[config.mk]
export PLATFORM = sky130hd
export DESIGN_NAME = top_led
export DESIGN_NICKNAME = d
export VERILOG_FILES = /design/src/rtl/top_led.sv
export SDC_FILE = /design/constraint.sdc
export NUM_CORES = 1
export LEC_CHECK = 0
export ABC_AREA = 0
export CORE_MARGIN = 2
export CORE_UTILIZATION = 30
export DETAILED_ROUTE_END_ITERATION = 12
export PLACE_DENSITY = 0.55
export SYNTH_ARGS = -nofsm -noshare
export SYNTH_HDL_FRONTEND = slang
export SYNTH_SLANG_ARGS = --single-unit
[constraint.sdc]
create_clock -name i_clk -period 2.5 [get_ports i_clk]
set_input_delay 0.5 -clock i_clk [delete_from_list [all_inputs] [get_ports i_clk]]
set_output_delay 0.5 -clock i_clk [all_outputs]
set_load 0.02 [all_outputs]
[src/rtl/top_led.sv]
// ---------------------------------------------------------------------------
// top_led : one node of a pulse-width-encoded LED daisy chain.
//
// The serial line carries one bit per high pulse: a long pulse (>= 4U) is a
// one, a short pulse is a zero. The first 24 bits after a latch gap belong to
// this node and are collected MSB-first. Every later bit is forwarded to the
// next node with its width intact. A low period of 32U marks the end of a
// frame: a complete word is presented on o_led_data, a partial one is dropped.
// U = 2^CWIDTH clocks. The input is synchronized and then debounced over a
// 2^DEBOUNCEWIDTH clock stability window before any decoding takes place.
// ---------------------------------------------------------------------------
module top_led #(
   parameter int DEBOUNCEWIDTH = 0,
   parameter int CWIDTH        = 0
) (
   input  logic        i_clk,
   input  logic        i_rst_n,
   input  logic        i_serial,
   output logic        o_serial,
   output logic [23:0] o_led_data
);

   // ------------------------------------------------------------------------
   // Widths and thresholds
   // ------------------------------------------------------------------------
   // Pulse counters are wide enough to reach 63U before saturating.
   localparam int CNT_W = CWIDTH + 6;
   // One extra bit keeps the debounce counter non-empty when DEBOUNCEWIDTH=0.
   localparam int DB_W  = DEBOUNCEWIDTH + 1;

   localparam logic [DB_W-1:0]  DB_ZERO  = {DB_W{1'b0}};
   localparam logic [DB_W-1:0]  DB_ONE   = {{(DB_W-1){1'b0}}, 1'b1};
   // Last count before the filter accepts a new level.
   localparam logic [DB_W-1:0]  DB_LAST  = DB_W'((32'd1 << DEBOUNCEWIDTH) - 32'd1);

   localparam logic [CNT_W-1:0] CNT_ZERO = {CNT_W{1'b0}};
   localparam logic [CNT_W-1:0] CNT_ONE  = {{(CNT_W-1){1'b0}}, 1'b1};
   // High pulses of at least 4U decode as a one.
   localparam logic [CNT_W-1:0] ONE_MIN  = CNT_W'(32'd4 << CWIDTH);
   // The low count about to step onto 32U: the latch gap is reached this clock.
   localparam logic [CNT_W-1:0] GAP_M1   = CNT_W'((32'd32 << CWIDTH) - 32'd1);

   localparam logic [4:0]       BIT_ZERO = 5'd0;
   localparam logic [4:0]       BIT_ONE  = 5'd1;
   localparam logic [4:0]       BIT_LAST = 5'd23;
   localparam logic [4:0]       BIT_FULL = 5'd24;

   // Saturating increment shared by the high and low pulse counters.
   function automatic logic [CNT_W-1:0] sat_inc(input logic [CNT_W-1:0] value);
      logic [CNT_W-1:0] result;
      if (&value) begin
         result = value;
      end else begin
         result = value + CNT_ONE;
      end
      return result;
   endfunction

   // ------------------------------------------------------------------------
   // Registers
   // ------------------------------------------------------------------------
   logic             sync1_r;
   logic             sync2_r;
   logic             filt_r;
   logic             filt_d_r;
   logic [DB_W-1:0]  db_cnt_r;
   logic [CNT_W-1:0] high_cnt_r;
   logic [CNT_W-1:0] low_cnt_r;
   logic [23:0]      shift_r;
   logic [4:0]       bit_cnt_r;
   logic             full_r;
   logic [23:0]      led_r;
   logic             ser_out_r;

   // ------------------------------------------------------------------------
   // Combinational signals
   // ------------------------------------------------------------------------
   logic             rise_s;
   logic             fall_s;
   logic             bit_val_s;
   logic             latch_s;
   logic [23:0]      shift_nxt_s;
   logic [4:0]       bit_cnt_nxt_s;
   logic             full_nxt_s;
   logic [23:0]      led_nxt_s;

   // Two-flop synchronizer: the raw line is asynchronous to i_clk.
   always_ff @(posedge i_clk or negedge i_rst_n) begin
      if (!i_rst_n) begin
         sync1_r <= 1'b0;
         sync2_r <= 1'b0;
      end else begin
         sync1_r <= i_serial;
         sync2_r <= sync1_r;
      end
   end

   // Debounce: adopt the synchronized level only after it has differed for a full window.
   always_ff @(posedge i_clk or negedge i_rst_n) begin
      if (!i_rst_n) begin
         filt_r   <= 1'b0;
         db_cnt_r <= DB_ZERO;
      end else if (sync2_r != filt_r) begin
         if (db_cnt_r == DB_LAST) begin
            filt_r   <= sync2_r;
            db_cnt_r <= DB_ZERO;
         end else begin
            filt_r   <= filt_r;
            db_cnt_r <= db_cnt_r + DB_ONE;
         end
      end else begin
         filt_r   <= filt_r;
         db_cnt_r <= DB_ZERO;
      end
   end

   // Delayed copy of the filtered line for edge detection.
   always_ff @(posedge i_clk or negedge i_rst_n) begin
      if (!i_rst_n) begin
         filt_d_r <= 1'b0;
      end else begin
         filt_d_r <= filt_r;
      end
   end

   assign rise_s = filt_r & ~filt_d_r;
   assign fall_s = ~filt_r & filt_d_r;

   // High counter: the rising-edge clock is the first high clock; the count is held while low
   // so the falling edge can read the full pulse width.
   always_ff @(posedge i_clk or negedge i_rst_n) begin
      if (!i_rst_n) begin
         high_cnt_r <= CNT_ZERO;
      end else if (rise_s) begin
         high_cnt_r <= CNT_ONE;
      end else if (filt_r) begin
         high_cnt_r <= sat_inc(high_cnt_r);
      end else begin
         high_cnt_r <= high_cnt_r;
      end
   end

   // Low counter: measures the current low period, cleared whenever the line is high.
   always_ff @(posedge i_clk or negedge i_rst_n) begin
      if (!i_rst_n) begin
         low_cnt_r <= CNT_ZERO;
      end else if (filt_r) begin
         low_cnt_r <= CNT_ZERO;
      end else begin
         low_cnt_r <= sat_inc(low_cnt_r);
      end
   end

   assign bit_val_s = (high_cnt_r >= ONE_MIN);
   // Exactly one clock per gap sees the counter step from 32U-1 to 32U.
   assign latch_s   = ~filt_r & (low_cnt_r == GAP_M1);

   // Frame bookkeeping: collect the first 24 bits, then latch or discard at the gap.
   // A latch gap and a falling edge never coincide, since the edge clock has a zero low count.
   always_comb begin
      shift_nxt_s   = shift_r;
      bit_cnt_nxt_s = bit_cnt_r;
      full_nxt_s    = full_r;
      led_nxt_s     = led_r;
      if (latch_s) begin
         if (full_r) begin
            led_nxt_s = shift_r;
         end else begin
            led_nxt_s = led_r;
         end
         bit_cnt_nxt_s = BIT_ZERO;
         full_nxt_s    = 1'b0;
      end else if (fall_s && (bit_cnt_r < BIT_FULL)) begin
         shift_nxt_s   = {shift_r[22:0], bit_val_s};
         bit_cnt_nxt_s = bit_cnt_r + BIT_ONE;
         if (bit_cnt_r == BIT_LAST) begin
            full_nxt_s = 1'b1;
         end else begin
            full_nxt_s = full_r;
         end
      end else begin
         shift_nxt_s   = shift_r;
         bit_cnt_nxt_s = bit_cnt_r;
         full_nxt_s    = full_r;
      end
   end

   // Frame state registers.
   always_ff @(posedge i_clk or negedge i_rst_n) begin
      if (!i_rst_n) begin
         shift_r   <= 24'h000000;
         bit_cnt_r <= BIT_ZERO;
         full_r    <= 1'b0;
         led_r     <= 24'h000000;
      end else begin
         shift_r   <= shift_nxt_s;
         bit_cnt_r <= bit_cnt_nxt_s;
         full_r    <= full_nxt_s;
         led_r     <= led_nxt_s;
      end
   end

   // Forwarding: once the word is full, the filtered line passes through one clock late.
   // The falling edge that completes the word is already low, so it emits nothing.
   always_ff @(posedge i_clk or negedge i_rst_n) begin
      if (!i_rst_n) begin
         ser_out_r <= 1'b0;
      end else begin
         ser_out_r <= full_r & filt_r;
      end
   end

   assign o_serial   = ser_out_r;
   assign o_led_data = led_r;

endmodule

Word level (Yosys, flattened, before mapping):

Cells that the tools add are included.

* input bits: 3
* bits in registers: 72
* output and inout port bits: 25
* word-level logic and storage cells: 54

* $add $sub $neg: 4
* multiplexer cells: 12
* bitwise logic cells: 8
* equality and inequality tests: 5
* reductions and logical operators: 11
* magnitude comparators: 2

Operators with widths (number)
* 6-bit 2-to-1 mux: 5
* 6-bit by 1-bit adder with 6-bit output (second input constant): 2
* 6-bit AND reduction: 2
* 5-bit 2-to-1 mux: 2
* 2-bit AND reduction: 5
* 6-bit by 5-bit == test with 1-bit output (second input constant): 1
* 6-bit by 3-bit >= comparator with 1-bit output (second input constant): 1
* 2-bit nonzero test: 3
* 5-bit by 1-bit adder with 5-bit output (second input constant): 1
* 5-bit == test (second input constant): 1
* 5-bit < comparator (second input constant): 1
* 1-bit 2-to-1 mux: 5
* 1-bit AND: 4
* 2-bit inequality test (second input constant): 2
* 1-bit NOT: 4
* 1-bit adder (second input constant): 1
* 1-bit logical AND: 1
* 1-bit inequality test: 1

Depth between registers and ports, before layout:

* depth in word-level cells: 5
* mapped depth: 7
* depth with buffers taken out: 4

Worst setup path before layout:

Ideal clock, no wire load.

* path type: register to register
* start point: register low_cnt_r[0]
* end point: register led_r[10] (netlist: o_led_data[10])
* path slack: 0.531 ns
* arrival: 1.844 ns
* required time: 2.375 ns
* cell stages (with the launch flop): 8
* period minus slack after synthesis: 1.969 ns
* cell sequence: dfrtp_1 > ha_1 > buf_4 > nand3_2 > or4_4 > buf_6 > buf_12 > mux2_4

* cells in the longest elaborated chain, start to end: 3

Ends and longest elaborated chain
* start, declared: line 68 `logic [CNT_W-1:0] low_cnt_r;`
* start signal, assigned: line 150 `low_cnt_r <= sat_inc(low_cnt_r);`
* 6-bit by 5-bit == test with 1-bit output: line 156 `assign latch_s = ~filt_r & (low_cnt_r == GAP_M1);`
* 1-bit AND: line 156
* 2-bit AND reduction (no source line)
* end signal, assigned: line 199 `led_r <= led_nxt_s;`
* end, declared: line 72 `logic [23:0] led_r;`

Every way passes these cells.
A chain may end at the register's enable or synchronous reset.

Final worst setup path:

* start point: register low_cnt_r[0]
* end point: register led_r[13] (netlist: o_led_data[13])

The elaborated chain is that of the path after synthesis.

==> results summary <==
The post-synthesis sequential element count is 71. The overall die width is roughly 100 um. The number of vias after detailed routing came out at 1733.

The number of cell rows is 36. The number of diodes is 0. The clock edge transition at the registers on the reported setup and hold paths is around 80 ps. The worst setup skew after layout is 12.89 ps. The clock latency reported for the late side of the worst-skew pair is around 340 ps. The worst register-to-register path begins at low_cnt_r[0]. The overall fraction of global-route tracks in use is approximately a tenth.

Setup repair after global routing left no endpoint under its margin. Of all nets on the critical path, the largest fanout is 24. The transition at the pin with the smallest max-transition slack is 719.7 ps.

The core footprint came out at approximately 9800 um^2. The final critical path time including I/O delays and setup came out at around 2200 ps. The largest net degree at the start of global routing is 43.

The global-route congestion overflow total is 0. After detailed routing, the average wire length per cell comes to 12.47 um. The initial antenna violation count came to 0. By startpoint and endpoint, the worst setup path is classified as reg -> reg.

The number of hold violations in the final report is 0. The deepest level of the CTS H-tree came out at 3. The vertical extent of the die is between 100 and 150 um. The total power of the final layout came out at roughly 0.0027 W. The sum of routed wire length over all layers came out at 4765 um. The first detailed-routing pass took 4 iterations. The library cell with the largest summed area after synthesis is dfrtp_1. The remaining number of nets flagged by the antenna check after routing came out at 0.

The average cell area after synthesis is ~14 um^2. The number of synthesized flops with an enable pin came out at 0. The tightest min-delay check is of the in -> async type.

After detailed routing, the number of remaining DRC violations is 0. The maximum resistive drop on vdd is between 0.2 and 0.3 mV. The maximum cell stage delay along the critical path is between 700 and 800 ps. The endpoint identified for the worst register-to-register timing path is o_led_data[13]. Once the floorplan was initialized, standard cells occupied between 30% and 40% of the core. Leaving out fill and tap cells, the most frequent cells in the layout are dfrtp_1, mux2_2, clkdlybuf4s50_1. The sequential element share of the synthesized area came out at approximately three fifths. The final count of pins violating max slew came out at 0. The number of distinct library cells after synthesis came out at between 40 and 50. The via count of the first global-routing pass came to 1667. For this design, the slowest cell found on the critical path is or4_4. Of the post-synthesis cell area, the dominant cell type holds between 50% and 60%.

The top achievable clock speed came out at ~0.46 GHz. The most used flip-flop cell after synthesis is dfrtp_1. The count of endpoints failing setup in the final report is 0. The cell depth of the worst flop-to-flop path is 4. The DRC violation total after the first TritonRoute iteration is between 90 and 100. The worst-case headroom to the max-slew limit is between 50% and 60%.

The number of violations of the max-capacitance limit came out at 0. The number of clock buffers inserted by TritonCTS came out at 9. The share of flip-flops with an asynchronous set or reset is 100.0%. The final core utilization is a little under two fifths. In this run the clock root is driven by a clkbuf_8.

The clock net sink count is a little over 70. Counting along the longest clock path gives a buffer depth of 2. The final weighted congestion in routability-driven placement is approximately 0.73. For the worst setup path, the data arrival time is 2410 ps.

The total number of yosys warnings came out at 0. The die footprint came out at around 11000 um^2. STA classifies the critical path startpoint as a flip-flop. The power per standard cell area is around 750 nW/um^2.

The flow ran to the end, and the final reports show no timing, DRC or antenna violations. The standby leakage power came out at about 1.7 nW. For this design, the CTS-stage hold fixing added 0 buffers. Walking the worst path, the cells encountered are ha_1 -> nand3_2 -> or4_4 -> mux2_4. The mapped netlist covers 3018 um^2. The global-route wire length before repair came out at between 8000 and 9000 um. The final layout contains between 200 and 300 nets.

The count of boundary I/O pins is 28. The worst setup path is captured at a flip-flop. The number of vias per cell came out at approximately 4.5. The number of post-CTS setup repair buffers came out at 0.

The relative area change from synthesis to final layout is 19.57%. The library cell used most frequently in the layout, excluding fill and tap cells, is dfrtp_1. The total half-perimeter wirelength after legalization and detailed placement came out at between 3000 and 4000 um. The share of post-route cells with drive strength above 1 is about 30%.

Setup slack on the worst reg-to-reg path comes out at 310 ps. In the synthesized netlist, the number of instances is between 200 and 250. The quantity of I/O buffers inserted on ports came out at 27. For the final routed database, the setup TNS stands at 0 ps. The period utilization came out at 87.79%. Yosys attributes the largest share of cell area to dfrtp_1, mux2_2, mux2_4. The post-synthesis net count came out at roughly 220. The number of gates resized after cts is 0. The required time of the worst setup path is ~2700 ps. TritonCTS built the clock tree.
worst max-delay path, delay by kind of cell (launching register included):
kind | cells | cell delay (ps)
fa+ha+maj | 1 | 350
simple gates | 2 | 890
mux | 1 | 370
flops | 1 | 450
cell usage after synthesis (2+ instances only):
cell type  instances
inv_1              5
dfrtp_1           71
buf_12             2
nor3_1             7
ha_1               4
mux2_4            20
or4_1              2
o22ai_1            2
o31ai_1            2
and2_1             2
mux2_2            29
o21bai_1           2
nand2b_1           2
nand3_1            3
clkbuf_1           2
nand2_1           10
a21oi_1            5
a31oi_1            4
a41oi_1            2
o21ai_0            5
buf_2              2
nor2_1             3
buf_4              3
nand4_1            4
layout make-up:
| class | instances | area, um^2 |
|---|---|---|
| clock buffer | 10 | 127.6 |
| fill | 940 | 6166 |
| inverter | 5 | 18.77 |
| clock inverter | 6 | 92.59 |
| sequential | 71 | 1777 |
| timing repair buffer | 31 | 295.3 |
| tap | 133 | 166.4 |
| multi-input combinational | 126 | 1131 |
kinds of logic after synthesis:
kind of cell,count (synthesis),share of synthesized area [%]
AO/OA/AOI/OAI,29,6.633
adder cells (fa/ha/maj),4,1.658
buffers and inverters,15,3.649
flip-flops,71,58.87
multiplexers,50,21.10
AND/OR/NAND/NOR,43,8.085
per-stage QoR:
stage	hold slack, ps	cell area (um^2)	setup WS [ps]	cells
floorplan	204.4	3018	531.0	212
global placement	332.7	3388	359.4	366
detailed placement	336.5	3388	307.9	366
CTS	176.9	3608	294.8	382
global route	192.4	3608	160.2	382
finish	168.7	3608	305.2	382
worst max-delay path by stage:
stage                             from              to  slack [ps]  cells past startpoint
after floorplan           low_cnt_r[0]  o_led_data[10]         530                      7
after global routing      low_cnt_r[0]  o_led_data[22]         160                      4
after CTS                 low_cnt_r[0]  o_led_data[14]         290                      4
final                     low_cnt_r[0]  o_led_data[13]         310                      4
after global placement    low_cnt_r[0]   o_led_data[9]         360                      4
after detailed placement  low_cnt_r[0]   o_led_data[3]         310                      4
layer usage:
| layer | share of wire, % | GRT usage [%] | wire (um) | vias to the layer above |
|---|---|---|---|---|
| met5 | 0 | 0 | 0 | - |
| met4 | 1.9 | 5.502 | 90 | 0 |
| met3 | 3.5 | 2.381 | 165 | 7 |
| met2 | 44 | 13.73 | 2107 | 25 |
| met1 | 50 | 13.14 | 2402 | 861 |
| li1 | - | - | - | 840 |
flip-flops by register name (all words and copies together), names as in the netlist:
register    cells
bit_cnt_r       5
filt_d_r        1
filt_r          1
full_r          1
high_cnt_r      6
low_cnt_r       6
o_led_data     24
o_serial        1
shift_r        24
sync1_r         1
sync2_r         1
where the power goes:
group	internal, W	total (W)	switching [W]
clock	0.000569	0.00101	0.000442
combinational	0.000148	0.000258	0.000111
sequential	0.00129	0.00142	0.000128
Note: power is estimated with default switching activity, not from simulation.
